<file path="src/rtl/ivl_uvm_cap_pkg.sv">
// ivl_uvm_cap_pkg: shared FSM state type and overflow saturation limit for ivl_uvm_mon_capture
package ivl_uvm_cap_pkg;
  typedef enum logic [1:0] {
    IDLE  = 2'd0,
    RUN   = 2'd1,
    DRAIN = 2'd2
  } cap_state_t;
  localparam logic [7:0] OVF_MAX = 8'd255;
endpackage

</file>
<file path="src/rtl/ivl_uvm_cap_fifo.sv">
// ivl_uvm_cap_fifo: circular capture buffer; push/pop (a pop frees a slot for a same-cycle push when full), din/dout entry, count/full/empty occupancy; dout reads 0 when empty
module ivl_uvm_cap_fifo #(
  parameter int W     = 32,
  parameter int DEPTH = 8
) (
  input  logic                       clk,
  input  logic                       rst_n,
  input  logic                       push,
  input  logic                       pop,
  input  logic [W-1:0]               din,
  output logic [W-1:0]               dout,
  output logic [$clog2(DEPTH):0]     count,
  output logic                       full,
  output logic                       empty
);
  localparam int AW = $clog2(DEPTH);
  localparam int CW = AW + 1;
  logic [W-1:0] mem [DEPTH];
  logic [AW-1:0] wp, rp;
  logic wr, rd;
  assign full  = count == CW'(DEPTH);
  assign empty = count == '0;
  assign rd    = pop && !empty;
  assign wr    = push && (!full || rd);
  assign dout  = empty ? '0 : mem[rp];
  always_ff @(posedge clk)
    if (wr) mem[wp] <= din;
  always_ff @(posedge clk or negedge rst_n)
    if (!rst_n) begin
      wp    <= '0;
      rp    <= '0;
      count <= '0;
    end else begin
      if (wr) wp <= wp + 1'b1;
      if (rd) rp <= rp + 1'b1;
      count <= count + CW'(wr) - CW'(rd);
    end
endmodule

</file>
<file path="src/rtl/ivl_uvm_mon_capture.sv">
// ivl_uvm_mon_capture: passive bus-beat capture buffer (IDLE/RUN/DRAIN FSM, saturating drop counter, timestamps when IVL_UVM_CAP_TS_EN is defined); in: clk, rst_n, cap_en, bus_valid/bus_ready/bus_data, rd_en; out: rd_valid/rd_data/rd_ts, count, ovf_cnt, state_o
module ivl_uvm_mon_capture
  import ivl_uvm_cap_pkg::*;
#(
  parameter int DATA_W = 32,
  parameter int DEPTH  = 8,
  parameter int TS_W   = 16
) (
  input  logic                   clk,
  input  logic                   rst_n,
  input  logic                   cap_en,
  input  logic                   bus_valid,
  input  logic                   bus_ready,
  input  logic [DATA_W-1:0]      bus_data,
  input  logic                   rd_en,
  output logic                   rd_valid,
  output logic [DATA_W-1:0]      rd_data,
  output logic [TS_W-1:0]        rd_ts,
  output logic [$clog2(DEPTH):0] count,
  output logic [7:0]             ovf_cnt,
  output logic [1:0]             state_o
);
`ifdef IVL_UVM_CAP_TS_EN
  localparam int EW = DATA_W + TS_W;
`else
  localparam int EW = DATA_W;
`endif
  cap_state_t state;
  logic full, empty, push, pop;
  logic [EW-1:0] din, dout;
  assign push     = state == RUN && bus_valid && bus_ready;
  assign pop      = rd_en && !empty;
  assign rd_valid = !empty;
  assign state_o  = state;
`ifdef IVL_UVM_CAP_TS_EN
  logic [TS_W-1:0] ts;
  always_ff @(posedge clk or negedge rst_n)
    if (!rst_n) ts <= '0;
    else ts <= ts + 1'b1;
  assign din = {bus_data, ts};
  assign {rd_data, rd_ts} = dout;
`else
  assign din     = bus_data;
  assign rd_data = dout;
  assign rd_ts   = '0;
`endif
  ivl_uvm_cap_fifo #(.W(EW), .DEPTH(DEPTH)) u_fifo (
    .clk   (clk),
    .rst_n (rst_n),
    .push  (push),
    .pop   (rd_en),
    .din   (din),
    .dout  (dout),
    .count (count),
    .full  (full),
    .empty (empty)
  );
  always_ff @(posedge clk or negedge rst_n)
    if (!rst_n) ovf_cnt <= '0;
    else if (push && full && !pop && ovf_cnt != OVF_MAX) ovf_cnt <= ovf_cnt + 1'b1;
  always_ff @(posedge clk or negedge rst_n)
    if (!rst_n) state <= IDLE;
    else state <= state == IDLE ? (cap_en ? RUN : IDLE) :
                  state == RUN  ? (cap_en ? RUN : DRAIN) :
                  cap_en ? RUN : (empty ? IDLE : DRAIN);
endmodule

</file>
<file path="config.mk">
export PLATFORM = sky130hd
export DESIGN_NAME = ivl_uvm_mon_capture
export DESIGN_NICKNAME = d
export VERILOG_FILES = /design/src/rtl/ivl_uvm_cap_pkg.sv /design/src/rtl/ivl_uvm_cap_fifo.sv /design/src/rtl/ivl_uvm_mon_capture.sv
export SDC_FILE = /design/constraint.sdc
export NUM_CORES = 1
export LEC_CHECK = 0
export ABC_AREA = 1
export CAP_MARGIN = 20
export CORE_ASPECT_RATIO = 1.4
export CORE_MARGIN = 2
export CORE_UTILIZATION = 61
export CTS_BUF_LIST = sky130_fd_sc_hd__clkbuf_4
export DETAILED_ROUTE_END_ITERATION = 6
export GPL_ROUTABILITY_DRIVEN = 0
export PLACE_DENSITY = 0.83
export SYNTH_ARGS = -nofsm -noshare
export SYNTH_HDL_FRONTEND = slang
export SYNTH_HIERARCHICAL = 1
export SYNTH_SLANG_ARGS = --single-unit
</file>
<file path="constraint.sdc">
create_clock -name clk -period 6.5 [get_ports clk]
set_clock_uncertainty 0.05 [all_clocks]
set_input_delay 0.975 -clock clk [delete_from_list [all_inputs] [get_ports clk]]
set_output_delay 0.975 -clock clk [all_outputs]
set_load 0.02 [all_outputs]
</file>
==> report_table.html <==
<table>
<tr><th>Metric</th><th>Value</th></tr>
<tr><th colspan="2">Run status</th></tr>
<tr><td>Outcome</td><td>finished, final reports clean</td></tr>
<tr><th colspan="2">Global route</th></tr>
<tr><td>Met3 track demand over resource</td><td>4.91%</td></tr>
<tr><td>Most heavily used metal layer in global routing</td><td>met2</td></tr>
<tr><td>Maximum number of pins on one net before global-route repair</td><td>between 70 and 80</td></tr>
<tr><td>First-pass GRT wire length</td><td>around 41000 um</td></tr>
<tr><td>Grt met2 use</td><td>42.7%</td></tr>
<tr><td>Vias in the first global route</td><td>8745</td></tr>
<tr><td>Global-route met1 utilization</td><td>between 20% and 30%</td></tr>
<tr><td>Overall Global Routing Usage</td><td>between 20% and 30%</td></tr>
<tr><td>Number of antenna violations at the first check in global routing</td><td>1</td></tr>
<tr><td>Total global routing overflow</td><td>0</td></tr>
<tr><th colspan="2">Worst setup path</th></tr>
<tr><td>CP Data Arrival Time</td><td>3.44 ns</td></tr>
<tr><td>Critical path launch point type</td><td>register</td></tr>
<tr><td>Endpoint type of the worst setup path</td><td>output port</td></tr>
<tr><td>Crit Path Max Fanout</td><td>74</td></tr>
<tr><td>CP Capture Point</td><td>rd_data[23]</td></tr>
<tr><td>Worst reg2reg path startpoint</td><td>u_fifo/count[2]$_DFF_PN0_</td></tr>
<tr><td>Register-to-register setup slack</td><td>slightly above 3 ns</td></tr>
<tr><td>Class of the most critical setup path</td><td>register to output port</td></tr>
<tr><td>CP Launch Point</td><td>u_fifo/rp[0]$_DFFE_PN0N_</td></tr>
<tr><td>Endpoint of the worst-slack reg-to-reg timing path</td><td>u_fifo/mem[4][27]$_DFFE_PP_</td></tr>
<tr><td>FF-to-FF path depth</td><td>8</td></tr>
<tr><td>Worst EP required</td><td>about 5.5 ns</td></tr>
<tr><th colspan="2">Yosys</th></tr>
<tr><td>Asr flop ratio synth</td><td>roughly 7.2%</td></tr>
<tr><td>Number of flip-flops and latches in the synthesized netlist</td><td>~280</td></tr>
<tr><td>Simple-gate area share of the yosys netlist</td><td>21.4%</td></tr>
<tr><td>Seq/Total Area, Yosys</td><td>between 60% and 70%</td></tr>
<tr><td>Number of enable-type register cells in the synthesized netlist</td><td>approximately 260</td></tr>
<tr><td>Combinational family with the most area after synthesis</td><td>simple AND/OR/NAND/NOR gates</td></tr>
<tr><td>Post-synthesis mux area share</td><td>0%</td></tr>
<tr><td>Fraction of the mapped netlist area in adder cells</td><td>0.962%</td></tr>
<tr><td>Mapped Avg Cell Area</td><td>about 9.7 sq um</td></tr>
<tr><td>Number of instances in the synthesized netlist</td><td>about 1300</td></tr>
<tr><td>Cell area after technology mapping</td><td>12500 sq um</td></tr>
<tr><td>Synthesized-area fraction occupied by ao, oa, aoi and oai cells</td><td>less than 1%</td></tr>
<tr><td>Total number of yosys warnings</td><td>6</td></tr>
<tr><td>Synthesized-area fraction occupied by xor and xnor cells</td><td>0.561%</td></tr>
<tr><td>Count of cell types in the netlist</td><td>25</td></tr>
<tr><td>Leading register cell type out of synthesis</td><td>edfxtp_1</td></tr>
<tr><th colspan="2">Drt</th></tr>
<tr><td>Final Routed Wirelength</td><td>25700 um</td></tr>
<tr><td>Violation count after the first detailed-routing iteration</td><td>650</td></tr>
<tr><td>Antenna-violating nets left</td><td>0</td></tr>
<tr><td>WL/cell</td><td>~15 um</td></tr>
<tr><td>Via-per-instance ratio</td><td>approximately 5.2</td></tr>
<tr><td>Number of optimization iterations in the first detailed-route pass</td><td>5</td></tr>
<tr><td>Post-route DRC violation count</td><td>0</td></tr>
<tr><td>Vias</td><td>~9000</td></tr>
<tr><th colspan="2">Cells and area</th></tr>
<tr><td>Post-Layout Cell Count</td><td>roughly 1700</td></tr>
<tr><td>Fraction of final layout cells with drive strength greater than 1</td><td>a little under a tenth</td></tr>
<tr><td>Fillcell total</td><td>roughly 1300</td></tr>
<tr><td>Leading cell types in the layout, fill and taps excluded</td><td>377 x nand2_1, 272 x inv_1, 256 x edfxtp_1, 171 x nand3_1, 86 x clkbuf_4</td></tr>
<tr><td>Area growth from synthesis to final layout</td><td>14.4%</td></tr>
<tr><td>Commonest non-fill, non-tap cell in the layout</td><td>nand2_1</td></tr>
<tr><td>Final net count</td><td>roughly 1400</td></tr>
<tr><td>Combined flip-flop and latch cell area</td><td>just over 8000 sq um</td></tr>
<tr><td>Multi-input gate area in the final layout</td><td>3010 sq um</td></tr>
<tr><th colspan="2">Timing</th></tr>
<tr><td>Actual transition at the worst max-transition pin</td><td>between 1 and 1.5 ns</td></tr>
<tr><td>Total negative slack for setup checks</td><td>0 ns</td></tr>
<tr><td>Final count of negative-setup-slack endpoints</td><td>0</td></tr>
<tr><td>Shortest clock period the worst path allows after layout</td><td>approximately 4.5 ns</td></tr>
<tr><td>Worst rel slew slack</td><td>around a third</td></tr>
<tr><td>Count of final max-slew check failures</td><td>0</td></tr>
<tr><td>Fmax</td><td>about 220 MHz</td></tr>
<tr><td>Final number of hold-violating endpoints</td><td>0</td></tr>
<tr><td>Final clock period utilization by the worst path</td><td>between 60 and 70%</td></tr>
<tr><td>Unrepaired setup endpoints after global routing</td><td>no</td></tr>
<tr><th colspan="2">Clock tree</th></tr>
<tr><td>Hold-fix buffers at CTS</td><td>0</td></tr>
<tr><td>Number of sinks on the clock net</td><td>276</td></tr>
<tr><td>Post-cts gate resize count</td><td>0</td></tr>
<tr><td>Worst-skew pair later-pin latency</td><td>0.66 ns</td></tr>
<tr><td>Clock root buffer master</td><td>clkbuf_4</td></tr>
<tr><td>CTS tree</td><td>yes</td></tr>
<tr><td>Post-CTS Setup Repair Bufs</td><td>0</td></tr>
<tr><td>Buffers from clock root to sink, at most</td><td>3</td></tr>
<tr><td>H-Tree Depth</td><td>2</td></tr>
<tr><td>Number of clock buffers inserted by TritonCTS</td><td>60</td></tr>
<tr><td>CTS clk-pin slew, worst paths</td><td>approximately 0.07 ns</td></tr>
<tr><th colspan="2">Die</th></tr>
<tr><td>Top Ports</td><td>around 100</td></tr>
<tr><td>Floorplan row count</td><td>slightly above 60</td></tr>
<tr><td>Core box area</td><td>~20000 sq um</td></tr>
<tr><td>Area of the die</td><td>21600 sq um</td></tr>
<tr><td>Floorplan die height</td><td>~170 um</td></tr>
<tr><td>Initial cell density of the core</td><td>62.5%</td></tr>
<tr><td>Die W</td><td>125 um</td></tr>
<tr><th colspan="2">Placement</th></tr>
<tr><td>Buffers added on ports</td><td>84</td></tr>
<tr><td>Placed Cells incl. Taps</td><td>between 1500 and 2000</td></tr>
<tr><td>Half-perimeter wire length after placement</td><td>around 14000 um</td></tr>
<tr><th colspan="2">Worst hold path</th></tr>
<tr><td>Type of the most critical hold path</td><td>register to register</td></tr>
<tr><th colspan="2">Power and ir drop</th></tr>
<tr><td>PwrDens</td><td>between 300 and 400 nW/um^2</td></tr>
<tr><td>Peak ir drop on the vdd network</td><td>0.377 mV</td></tr>
<tr><td>Leak Pwr</td><td>6.53 nW</td></tr>
<tr><th colspan="2">Flow run</th></tr>
<tr><td>Reported max-cap violation count</td><td>0</td></tr>
</table>
==> cell type report <==
type | instances | share of cell area [%]
flip-flops and latches | 276 | 57.4
multi-input cells | 681 | 21.1
inverters | 276 | 7.26
repair buffers | 98 | 6.85
clock buffers | 86 | 4.52
well taps | 252 | 2.21
clock inverters | 18 | 0.710
diodes | 1 | 0.0175
==> power by group <==
| group | internal, mW | switching [mW] | total (mW) |
|---|---|---|---|
| Clock | 0.647 | 0.609 | 1.26 |
| Sequential | 2.02 | 0.137 | 2.16 |
| Combinational | 0.840 | 1.38 | 2.22 |
| Total | 3.51 | 2.13 | 5.64 |
==> per-stage QoR <==
stage	total power [mW]	instance area [sq um]	hold slack [ns]	setup WS [ns]	utilization [%]
floorplan	3.61	12500	0.491	3.25	-
detailed placement	4.39	13500	0.513	1.77	67.5
CTS	5.65	14300	0.530	1.04	71.3
finish	5.64	14300	0.526	2.04	71.4
global route	5.97	14300	0.549	1.85	71.4
global placement	4.33	13500	0.493	1.85	67.4
==> worst max-delay path: stages (launching register included) <==
cell and delay [ns]:
dfrtp_4 0.85, buf_4 0.74, nand2_1 0.14, nand3_1 0.12, nand2_1 0.09, nor2_1 0.11
nor2_1 0.08, clkdlybuf4s50_1 0.55
==> worst min-delay path by stage <==
stage | from | slack [ns] | cells past startpoint | endpoint
after floorplan | u_fifo/wp[0]$_DFFE_PN0P_ | 0.49 | 2 | u_fifo/wp[0]$_DFFE_PN0P_
after global placement | ovf_cnt[1]$_DFFE_PN0P_ | 0.49 | 2 | ovf_cnt[1]$_DFFE_PN0P_
after detailed placement | ovf_cnt[0]$_DFFE_PN0P_ | 0.51 | 2 | ovf_cnt[0]$_DFFE_PN0P_
after CTS | ovf_cnt[0]$_DFFE_PN0P_ | 0.53 | 2 | ovf_cnt[0]$_DFFE_PN0P_
after global routing | u_fifo/count[0]$_DFF_PN0_ | 0.55 | 1 | u_fifo/count[0]$_DFF_PN0_
final | u_fifo/count[0]$_DFF_PN0_ | 0.53 | 1 | u_fifo/count[0]$_DFF_PN0_
==> routing by layer <==
layer / vias up / share of wire [%]
met2: 375 / 53
met1: 4111 / 37
met4: 0 / 2.9
met5: - / 0
li1: 4222 / -
met3: 76 / 7.6
==> Yosys cell counts, types with 5 or more instances <==
cell	n	area share (%)
dfrtp_1	20	4.0
nand2_2	5	0.25
nand2_1	377	11
xnor2_1	5	0.35
inv_1	273	8.2
clkbuf_1	5	0.15
nand3_1	171	6.9
ha_1	8	0.80
buf_1	6	0.18
edfxtp_1	256	62
buf_4	16	0.96
nor2_1	82	2.5
buf_2	42	1.7
==> flip-flops by register name, indices dropped and copies added (netlist names) <==
| signal | flops |
|---|---|
| u_fifo/wp | 3 |
| u_fifo/count | 4 |
| ovf_cnt | 8 |
| u_fifo/rp | 3 |
| u_fifo/mem | 256 |
| state_o | 2 |
==> cell families (layout without fill, tap and decap cells) <==
group,after synthesis,count (layout)
AO/OA/AOI/OAI,5,5
adder cells (fa/ha/maj),9,9
other,1,17
AND/OR/NAND/NOR,643,643
XOR/XNOR,8,8
flip-flops,276,276
buffers and inverters,345,478
Power figures use the tool's default switching activity.
